**config.mk**
```make
export PLATFORM = sky130hd
export DESIGN_NAME = cnn_sdiv_22s_8s_14s_seq
export DESIGN_NICKNAME = d
export VERILOG_FILES = /design/src/rtl/cnn_sdiv_22s_8s_14s_seq.sv
export SDC_FILE = /design/constraint.sdc
export NUM_CORES = 1
export LEC_CHECK = 0
export ABC_CLOCK_PERIOD_IN_PS = 4000
export CAP_MARGIN = 10
export CORE_MARGIN = 1.5
export CORE_UTILIZATION = 60
export DETAILED_ROUTE_END_ITERATION = 10
export DONT_BUFFER_PORTS = 1
export PLACE_DENSITY = 0.82
export SYNTH_ARGS = -nofsm -noshare
export SYNTH_HDL_FRONTEND = slang
export SYNTH_SLANG_ARGS = --single-unit
```
**constraint.sdc**
```tcl
create_clock -name ap_clk -period 4 [get_ports ap_clk]
set_input_delay 0.6 -clock ap_clk [delete_from_list [all_inputs] [get_ports ap_clk]]
set_output_delay 0.6 -clock ap_clk [all_outputs]
set_load 0.02 [all_outputs]
```
**src/rtl/cnn_sdiv_22s_8s_14s_seq.sv**
```systemverilog
// Sequential signed divider: 22s / 8s -> 14s saturated quotient, restoring division on magnitudes.
// Optional remainder output enabled by defining CNN_SDIV_REMAINDER_EN.
module cnn_sdiv_22s_8s_14s_seq #(
    parameter int DIVIDEND_WIDTH = 22,
    parameter int DIVISOR_WIDTH  = 8,
    parameter int QUOTIENT_WIDTH = 14
) (
    input  logic                      ap_clk,
    input  logic                      ap_rst,
    input  logic                      ap_start,
    output logic                      ap_ready,
    output logic                      ap_idle,
    output logic                      ap_done,
    input  logic [DIVIDEND_WIDTH-1:0] din0,
    input  logic [DIVISOR_WIDTH-1:0]  din1,
    output logic [QUOTIENT_WIDTH-1:0] dout,
    output logic                      ovf,
    output logic                      dz
`ifdef CNN_SDIV_REMAINDER_EN
    ,
    output logic [DIVISOR_WIDTH-1:0]  rem
`endif
);

    // state | meaning
    // IDLE  | waiting for ap_start, ap_idle high
    // CALC  | one quotient bit per cycle, bit counter running down
    // DONE  | results registered, ap_done pulse; may accept the next job

    localparam int DW = DIVIDEND_WIDTH;
    localparam int SW = DIVISOR_WIDTH;
    localparam int QW = QUOTIENT_WIDTH;
    localparam int CW = $clog2(DW);

    localparam logic [DW-1:0] POS_LIM = DW'((2 ** (QW - 1)) - 1);
    localparam logic [DW-1:0] NEG_LIM = DW'(2 ** (QW - 1));
    localparam logic [QW-1:0] Q_MAX   = {1'b0, {(QW-1){1'b1}}};
    localparam logic [QW-1:0] Q_MIN   = {1'b1, {(QW-1){1'b0}}};

    typedef enum logic [1:0] {
        S_IDLE = 2'd0,
        S_CALC = 2'd1,
        S_DONE = 2'd2
    } state_t;

    state_t        state_q, state_d;
    logic [CW-1:0] cnt_q;
    logic [DW-1:0] dvd_q;
    logic [SW:0]   dsr_q;
    logic [SW-1:0] rem_q;
    logic          neg_q_q;
    logic          neg_r_q;
    logic [QW-1:0] dout_q;
    logic          ovf_q;
    logic          dz_q;

    logic          accept;
    logic          last;

    always_ff @(posedge ap_clk) begin
        if (ap_rst) begin
            state_q <= S_IDLE;
        end else begin
            state_q <= state_d;
        end
    end

    always_comb begin
        state_d = state_q;
        unique case (state_q)
            S_IDLE:  if (ap_start) state_d = S_CALC;
            S_CALC:  if (cnt_q == '0) state_d = S_DONE;
            S_DONE:  state_d = ap_start ? S_CALC : S_IDLE;
            default: state_d = S_IDLE;
        endcase
    end

    always_comb begin
        ap_idle  = (state_q == S_IDLE);
        ap_done  = (state_q == S_DONE);
        ap_ready = ap_start & ((state_q == S_IDLE) | (state_q == S_DONE));
        accept   = ap_ready;
        last     = (state_q == S_CALC) && (cnt_q == '0);
    end

    // Unsigned view of the two's-complement negate is exact even for -2^(DW-1) and -2^(SW-1).
    logic [DW-1:0] dvd_abs;
    logic [SW:0]   dsr_abs;
    assign dvd_abs = din0[DW-1] ? (~din0 + 1'b1) : din0;
    assign dsr_abs = {1'b0, (din1[SW-1] ? (~din1 + 1'b1) : din1)};

    // Dividend register doubles as the quotient shift register: bits leave at the top, quotient bits enter at the bottom.
    logic [SW:0]   rem_sh;
    logic          rem_ge;
    logic [SW-1:0] rem_d;
    logic [DW-1:0] dvd_d;
    assign rem_sh = {rem_q, dvd_q[DW-1]};
    assign rem_ge = (rem_sh >= dsr_q);
    assign rem_d  = rem_ge ? SW'(rem_sh - dsr_q) : rem_sh[SW-1:0];
    assign dvd_d  = {dvd_q[DW-2:0], rem_ge};

    logic          dz_d;
    logic          pos_ovf;
    logic          neg_ovf;
    logic [QW-1:0] dout_d;
    always_comb begin
        dz_d    = (dsr_q == '0);
        pos_ovf = !neg_q_q && (dvd_d > POS_LIM);
        neg_ovf = neg_q_q && (dvd_d > NEG_LIM);
        if (dz_d) begin
            dout_d = neg_r_q ? Q_MIN : Q_MAX;
        end else if (pos_ovf) begin
            dout_d = Q_MAX;
        end else if (neg_ovf) begin
            dout_d = Q_MIN;
        end else begin
            dout_d = neg_q_q ? QW'(~dvd_d + 1'b1) : QW'(dvd_d);
        end
    end

`ifdef CNN_SDIV_REMAINDER_EN
    logic [SW-1:0] rem_out_q;
    logic [SW-1:0] rem_out_d;
    assign rem_out_d = dz_d ? '0 : (neg_r_q ? (~rem_d + 1'b1) : rem_d);
`endif

    always_ff @(posedge ap_clk) begin
        if (ap_rst) begin
            cnt_q   <= '0;
            dvd_q   <= '0;
            dsr_q   <= '0;
            rem_q   <= '0;
            neg_q_q <= 1'b0;
            neg_r_q <= 1'b0;
            dout_q  <= '0;
            ovf_q   <= 1'b0;
            dz_q    <= 1'b0;
`ifdef CNN_SDIV_REMAINDER_EN
            rem_out_q <= '0;
`endif
        end else begin
            if (accept) begin
                cnt_q   <= CW'(DW - 1);
                dvd_q   <= dvd_abs;
                dsr_q   <= dsr_abs;
                rem_q   <= '0;
                neg_q_q <= din0[DW-1] ^ din1[SW-1];
                neg_r_q <= din0[DW-1];
            end else if (state_q == S_CALC) begin
                cnt_q <= cnt_q - CW'(1);
                dvd_q <= dvd_d;
                rem_q <= rem_d;
            end
            if (last) begin
                dout_q <= dout_d;
                ovf_q  <= !dz_d && (pos_ovf || neg_ovf);
                dz_q   <= dz_d;
`ifdef CNN_SDIV_REMAINDER_EN
                rem_out_q <= rem_out_d;
`endif
            end
        end
    end

    assign dout = dout_q;
    assign ovf  = ovf_q;
    assign dz   = dz_q;
`ifdef CNN_SDIV_REMAINDER_EN
    assign rem  = rem_out_q;
`endif

endmodule

```
==> impl_metrics.env, run 1 <==
export IMPL_status="finished, final reports clean"
export IMPL_die_w_um=83.9
export IMPL_clk_pin_slew_ns=0.07
export IMPL_area_growth_pct=7.11
export IMPL_relSlewSlack_pct=21.4
export IMPL_dieArea_um2=7030
export IMPL_peakVddDrop_mv=0.352
export IMPL_min_period_ns=3.73
export IMPL_ant_nets=0
export IMPL_r2r_start="dsr_q[2]"
export IMPL_total_power_uw=2000
export IMPL_synth_edff_count=0
export IMPL_cp_required_ns=4.27
export IMPL_drc=0
export IMPL_yosysWarnings=0
export IMPL_fin_skew_ns=0.0108
export IMPL_grt_overflow=0
export IMPL_path_delay_family="compound AO/OA/AOI/OAI gates"
export IMPL_port_buffers=0
export IMPL_synth_top_family_by_area="compound AO/OA/AOI/OAI gates"
export IMPL_hold_ws_ns=0.318
export IMPL_critical_path_class="register to register"
export IMPL_antenna_found_initial=0
export IMPL_cts_tree="built"
export IMPL_setup_tns_ns=0
export IMPL_rows=29
export IMPL_yosysSeqAreaShare_pct=32.1
export IMPL_wl_per_cell_um=16.5
export IMPL_synthDistinctLibCells=58
export IMPL_grt_usage_pct=27.3
export IMPL_path_buf_inv=3
export IMPL_rsz0062_at_grt="no"
export IMPL_cts_root_buf="clkbuf_8"
export IMPL_drt_vias_per_instance=6.31
export IMPL_drt_wl_total_um=9410
export IMPL_synth_nets=549
export IMPL_htree_levels=3
export IMPL_coreArea_um2=6350
export IMPL_grt_pass1_wl_um=15700
export IMPL_drtIter0Drc=240
export IMPL_clk_latency_ns=0.34
export IMPL_crit_fanout=11
export IMPL_synth_compound_area_share_pct=24.1
export IMPL_synthFlopType="dfxtp_1"
export IMPL_fp_dieH_um=83.9
export IMPL_multiInputGateArea_um2=2470
export IMPL_syn_inst=502
export IMPL_firstDrtPassIters=5
export IMPL_ios=52
export IMPL_placed_cell_area_um2=3960
export IMPL_fillers=530
export IMPL_synth_fa_ha_area_share_pct=4.66
export IMPL_async_flop_share_pct=0
export IMPL_fmax_mhz=268
export IMPL_cts_buffer_depth=2
export IMPL_crit_chain="inv_1, ha_1, a21oi_1, a21bo_2, o221a_1, nand2b_1, inv_1, ha_1, nor4b_2, buf_4, a41oi_1, a211oi_1, and2_1, o21ai_0, a21oi_1"
export IMPL_hpwlAfterDp_um=6630
export IMPL_synthXorXnorAreaFrac_pct=8.93
export IMPL_cts_sinks=63
export IMPL_crit_path_start="dsr_q[2]"
export IMPL_worstPathArrival_ns=3.99
export IMPL_synth_area_mux_share_pct=2.30
export IMPL_cts_resized=0
export IMPL_post_route_util_pct=66.2
export IMPL_post_cts_buffers=0
export IMPL_diodes=0
export IMPL_period_share_pct=93.2
export IMPL_fin_nets=537
export IMPL_slowest_delay_ns=0.38
export IMPL_start_util_pct=61.8
export IMPL_gp_congestion=0.972
export IMPL_finalHoldViolations=0
export IMPL_worst_pin_slew_ns=1.17
export IMPL_synthSimpleGateAreaFrac_pct=22.8
export IMPL_syn_avg_cell_area_um2=7.82
export IMPL_final_seq_area_um2=1260
export IMPL_yosys_register_bits=63
export IMPL_p_per_area_nw_per_um2=476
export IMPL_cp_start_kind="register"
export IMPL_stdcell_area_um2=4200
export IMPL_cts_hold_buf=0
export IMPL_drive_gt1_share_pct=7.09
export IMPL_cts_buffers=9
export IMPL_dr_total_vias=3601
export IMPL_p_leak_uw=0.00154
export IMPL_netlist_area_um2=3920
export IMPL_grt_max_degree=49
export IMPL_end_kind="register"
export IMPL_slew_violations=0
export IMPL_finalSetupViolCount=0
export IMPL_min_path_type="primary input to register"
export IMPL_worstHoldStart="ap_rst"
export IMPL_drv_cap=0
export IMPL_first_global_vias=3443
export IMPL_critPathSlowestCell="ha_1"
[layer usage]
layer | global-route usage [%] | up-vias | wire length (µm)
li1 | - | 1779 | -
met1 | 36.7 | 1661 | 4360
met2 | 43.3 | 144 | 4250
met3 | 5.34 | 17 | 617
met4 | 10.4 | 0 | 182
met5 | 0 | - | 0
[through the flow]
step	setup slack, ns	cells
6_report	0.272	571
5_1_grt	0.0391	571
4_1_cts	0.332	571
3_5_place_dp	0.382	556
3_3_place_gp	0.614	556
2_1_floorplan	0.889	502
[layout by cell type (no fill, tap or decap), types with 3 or more instances in the layout]
master     count
ha_1          13
a31oi_1        5
o22ai_1       10
nor2b_1        4
mux2i_1        9
or3_1          5
nand2b_1       8
clkbuf_8      11
and3_1         4
and2_1         4
nand3_1       10
bufinv_16      3
dfxtp_1       63
o31ai_1        9
o21ai_0       34
nor4_1         5
nand2_1       59
xnor2_1       21
a311oi_1      12
a21oi_1       38
nor2_1        49
o41ai_1        3
inv_1         22
nor3_1        10
buf_4          6
a211oi_1      13
xor2_1        19
[path summary, 6_finish.rpt]
check	slack [ns]	end	depth (start not counted)
hold reg to reg	0.47	neg_r_q	2
setup reg to reg	0.27	dout[0]	15
setup / recovery	0.27	dout[0]	15
hold / removal	0.32	dout[2]	1
[kinds of logic (layout without fill, tap and decap cells)]
group / after synthesis / count (layout)
fa+ha+maj: 14 / 14
mux: 9 / 9
compound gates: 145 / 145
buf+inv: 52 / 44
xor+xnor: 40 / 40
flops: 63 / 63
simple gates: 179 / 179
[synth_stat cells (4+ instances only)]
cell,count,area (µm²)
dfxtp_1,63,1260
nand2_1,59,221
nor2_1,49,184
a21oi_1,38,190
o21ai_0,34,170
clkbuf_1,25,93.8
inv_1,22,82.6
xnor2_1,21,184
xor2_1,19,166
a211oi_1,13,97.6
ha_1,13,163
a311oi_1,12,105
nand3_1,10,50.1
nor3_1,10,50.1
o22ai_1,10,62.6
mux2i_1,9,90.1
o31ai_1,9,67.6
nand2b_1,8,50.1
a31oi_1,5,31.3
nor2b_1,5,31.3
nor4_1,5,31.3
or3_1,5,31.3
and2_1,4,25.0
and3_1,4,25.0
[layout make-up]
cell class	instances	share of cell area (%)
Inverter	23	2.05
Clock buffer	12	3.69
Clock inverter	3	2.14
Multi-Input combinational cell	387	58.7
Sequential cell	63	30.0
Timing Repair Buffer	6	1.07
Tap cell	77	2.29
[where the power goes]
part / internal [µW] / switching (µW) / leakage (µW) / total [µW]
Clock: 445 / 246 / 0.000123 / 691
Sequential: 690 / 86.4 / 0.000518 / 776
Combinational: 219 / 313 / 0.000895 / 532
[sequential cells by signal, indices dropped and copies added (netlist names)]
signal   cells
cnt_q        5
dout        14
dsr_q        8
dvd_q       22
dz           1
neg_q_q      1
neg_r_q      1
ovf          1
rem_q        8
state_q      2
Note: power is estimated with default switching activity, not from simulation.
==> run 2: changes to the inputs <==
ABC_CLOCK_PERIOD_IN_PS = 3250   (was 4000)
CORE_UTILIZATION = 58   (was 60)
clock period = 3.25 ns   (was 4 ns; I/O delays follow)
==> run 2 against run 1 <==
  * Clock power increased by 7.8%
  * Routed wire length unchanged
  * The run now ends with design-rule violations left
  * Largest cell class unchanged
  * Via count increased by 1.8%
  * Setup slack got worse by 0.085 ns
  * Die area increased by 3.3%
  * Global-route usage decreased by 0.38 points
  * Critical path depth unchanged
  * Final area increased by 0.80%
  * Hold slack got worse by 0.11 ns
  * Fmax increased by 22%
  * Combinational power increased by 29%
==> impl_metrics.env, run 2 (same netlist as run 1, synthesis figures left out) <==
export IMPL_status="finished, violations left"
export IMPL_violations="design-rule violations"
export IMPL_regMostFlops="dvd_q"
export IMPL_cts_buffer_depth=2
export IMPL_drc=4
export IMPL_area_growth_pct=7.97
export IMPL_port_buffers=0
export IMPL_drt_wl_total_um=9410
export IMPL_end_kind="register"
export IMPL_drt_vias_per_instance=6.36
export IMPL_slew_violations=0
export IMPL_clk_latency_ns=0.34
export IMPL_cts_sinks=63
export IMPL_cts_tree="built"
export IMPL_finalHoldViolations=0
export IMPL_die_w_um=85.3
export IMPL_rows=29
export IMPL_peakVddDrop_mv=0.235
export IMPL_stdcell_area_um2=4240
export IMPL_finalSetupViolCount=0
export IMPL_crit_fanout=6
export IMPL_drive_gt1_share_pct=9.42
export IMPL_min_path_type="primary input to register"
export IMPL_dr_total_vias=3666
export IMPL_grt_pass1_wl_um=15900
export IMPL_gp_congestion=0.941
export IMPL_drtIter0Drc=373
export IMPL_cp_required_ns=3.49
export IMPL_period_share_pct=94.3
export IMPL_dieArea_um2=7270
export IMPL_fin_skew_ns=0.00840
export IMPL_coreArea_um2=6460
export IMPL_first_global_vias=3454
export IMPL_worstPathArrival_ns=3.30
export IMPL_cts_hold_buf=0
export IMPL_wl_per_cell_um=16.3
export IMPL_ant_nets=0
export IMPL_firstDrtPassIters=11
export IMPL_mostFrequentLayoutCells="dfxtp_1, nand2_1, nor2_1, a21oi_1, o21ai_0"
export IMPL_ios=52
export IMPL_placed_cell_area_um2=4000
export IMPL_cts_root_buf="clkbuf_8"
export IMPL_fp_dieH_um=85.3
export IMPL_htree_levels=3
export IMPL_min_period_ns=3.06
export IMPL_worst_pin_slew_ns=0.712
export IMPL_fin_nets=542
export IMPL_p_per_area_nw_per_um2=564
export IMPL_layout_commonest_cell="dfxtp_1"
export IMPL_start_util_pct=60.8
export IMPL_largest_register_ffs=22
export IMPL_clk_pin_slew_ns=0.07
export IMPL_drv_cap=0
export IMPL_antenna_found_initial=0
export IMPL_grt_overflow=0
export IMPL_diodes=0
export IMPL_min_path_cells=1
export IMPL_cts_buffers=9
export IMPL_grt_max_degree=49
export IMPL_post_cts_buffers=0
export IMPL_fmax_mhz=326
export IMPL_cp_start_kind="register"
export IMPL_grt_usage_pct=26.9
export IMPL_critical_path_class="register to register"
export IMPL_relSlewSlack_pct=52.3
export IMPL_p_leak_uw=0.00155
export IMPL_worstRegToRegCells=15
export IMPL_hpwlAfterDp_um=6730
export IMPL_total_power_uw=2390
## run 2: worst paths after layout
path	endpoint	start	slack (ns)
worst min register to register	neg_r_q	neg_r_q	0.46
worst max register to register	dout[12]	dsr_q[2]	0.19
worst min-delay path	dout[1]	ap_rst	0.21
worst max-delay path	dout[12]	dsr_q[2]	0.19
## run 2: critical path, cell delays in order, from the launching register on
cell and delay (ns):
dfxtp_2 0.35, inv_1 0.07, ha_2 0.32, a21oi_1 0.14
a21bo_2 0.25, o221a_1 0.27, nand2b_1 0.17, inv_2 0.07
ha_2 0.19, nor4b_4 0.26, buf_4 0.18, a41oi_1 0.13
nor3_1 0.21, a21oi_1 0.08, a21oi_1 0.19, nor3_1 0.07
## run 2: area by class of cell
| class | instances | area, µm² |
|---|---|---|
| fill | 538 | 2220 |
| multi-input combinational | 387 | 2500 |
| sequential | 63 | 1260 |
| clock buffer | 11 | 141 |
| clock inverter | 4 | 70.1 |
| inverter | 23 | 86.3 |
| timing repair buffer | 11 | 82.6 |
| tap | 77 | 96.3 |
## run 2: where the power goes
part	switching [µW]	leakage, µW	internal [µW]	total, µW
Clock	299	0.000109	446	745
Combinational	391	0.000924	294	685
Sequential	109	0.000518	850	959
Total	799	0.00155	1590	2390
## run 2: layer usage
layer	track usage, %	up-vias	routed length [µm]
li1	-	1785	-
met5	0	-	0
met2	42.3	165	4250
met3	5.25	31	609
met1	36.2	1685	4340
met4	11.1	0	216
## run 2: per-stage QoR
stage,util (%),hold WS [ns],setup TNS (ns),setup WS [ns],cells
2_1_floorplan,-,0.433,0,0.139,502
3_3_place_gp,61.9,0.439,0,0.120,561
3_5_place_dp,61.9,0.455,-0.0199,-0.0116,561
4_1_cts,65.1,0.197,0,0.0162,576
5_1_grt,65.6,0.197,-0.0333,-0.0166,576
6_report,65.6,0.210,0,0.186,576
## run 2: timing repair
action                                  CTS  global route
pin swaps                                 0             4
gates resized for setup                   1             8
endpoints found under the setup margin    4            14
gates cloned                              0             0
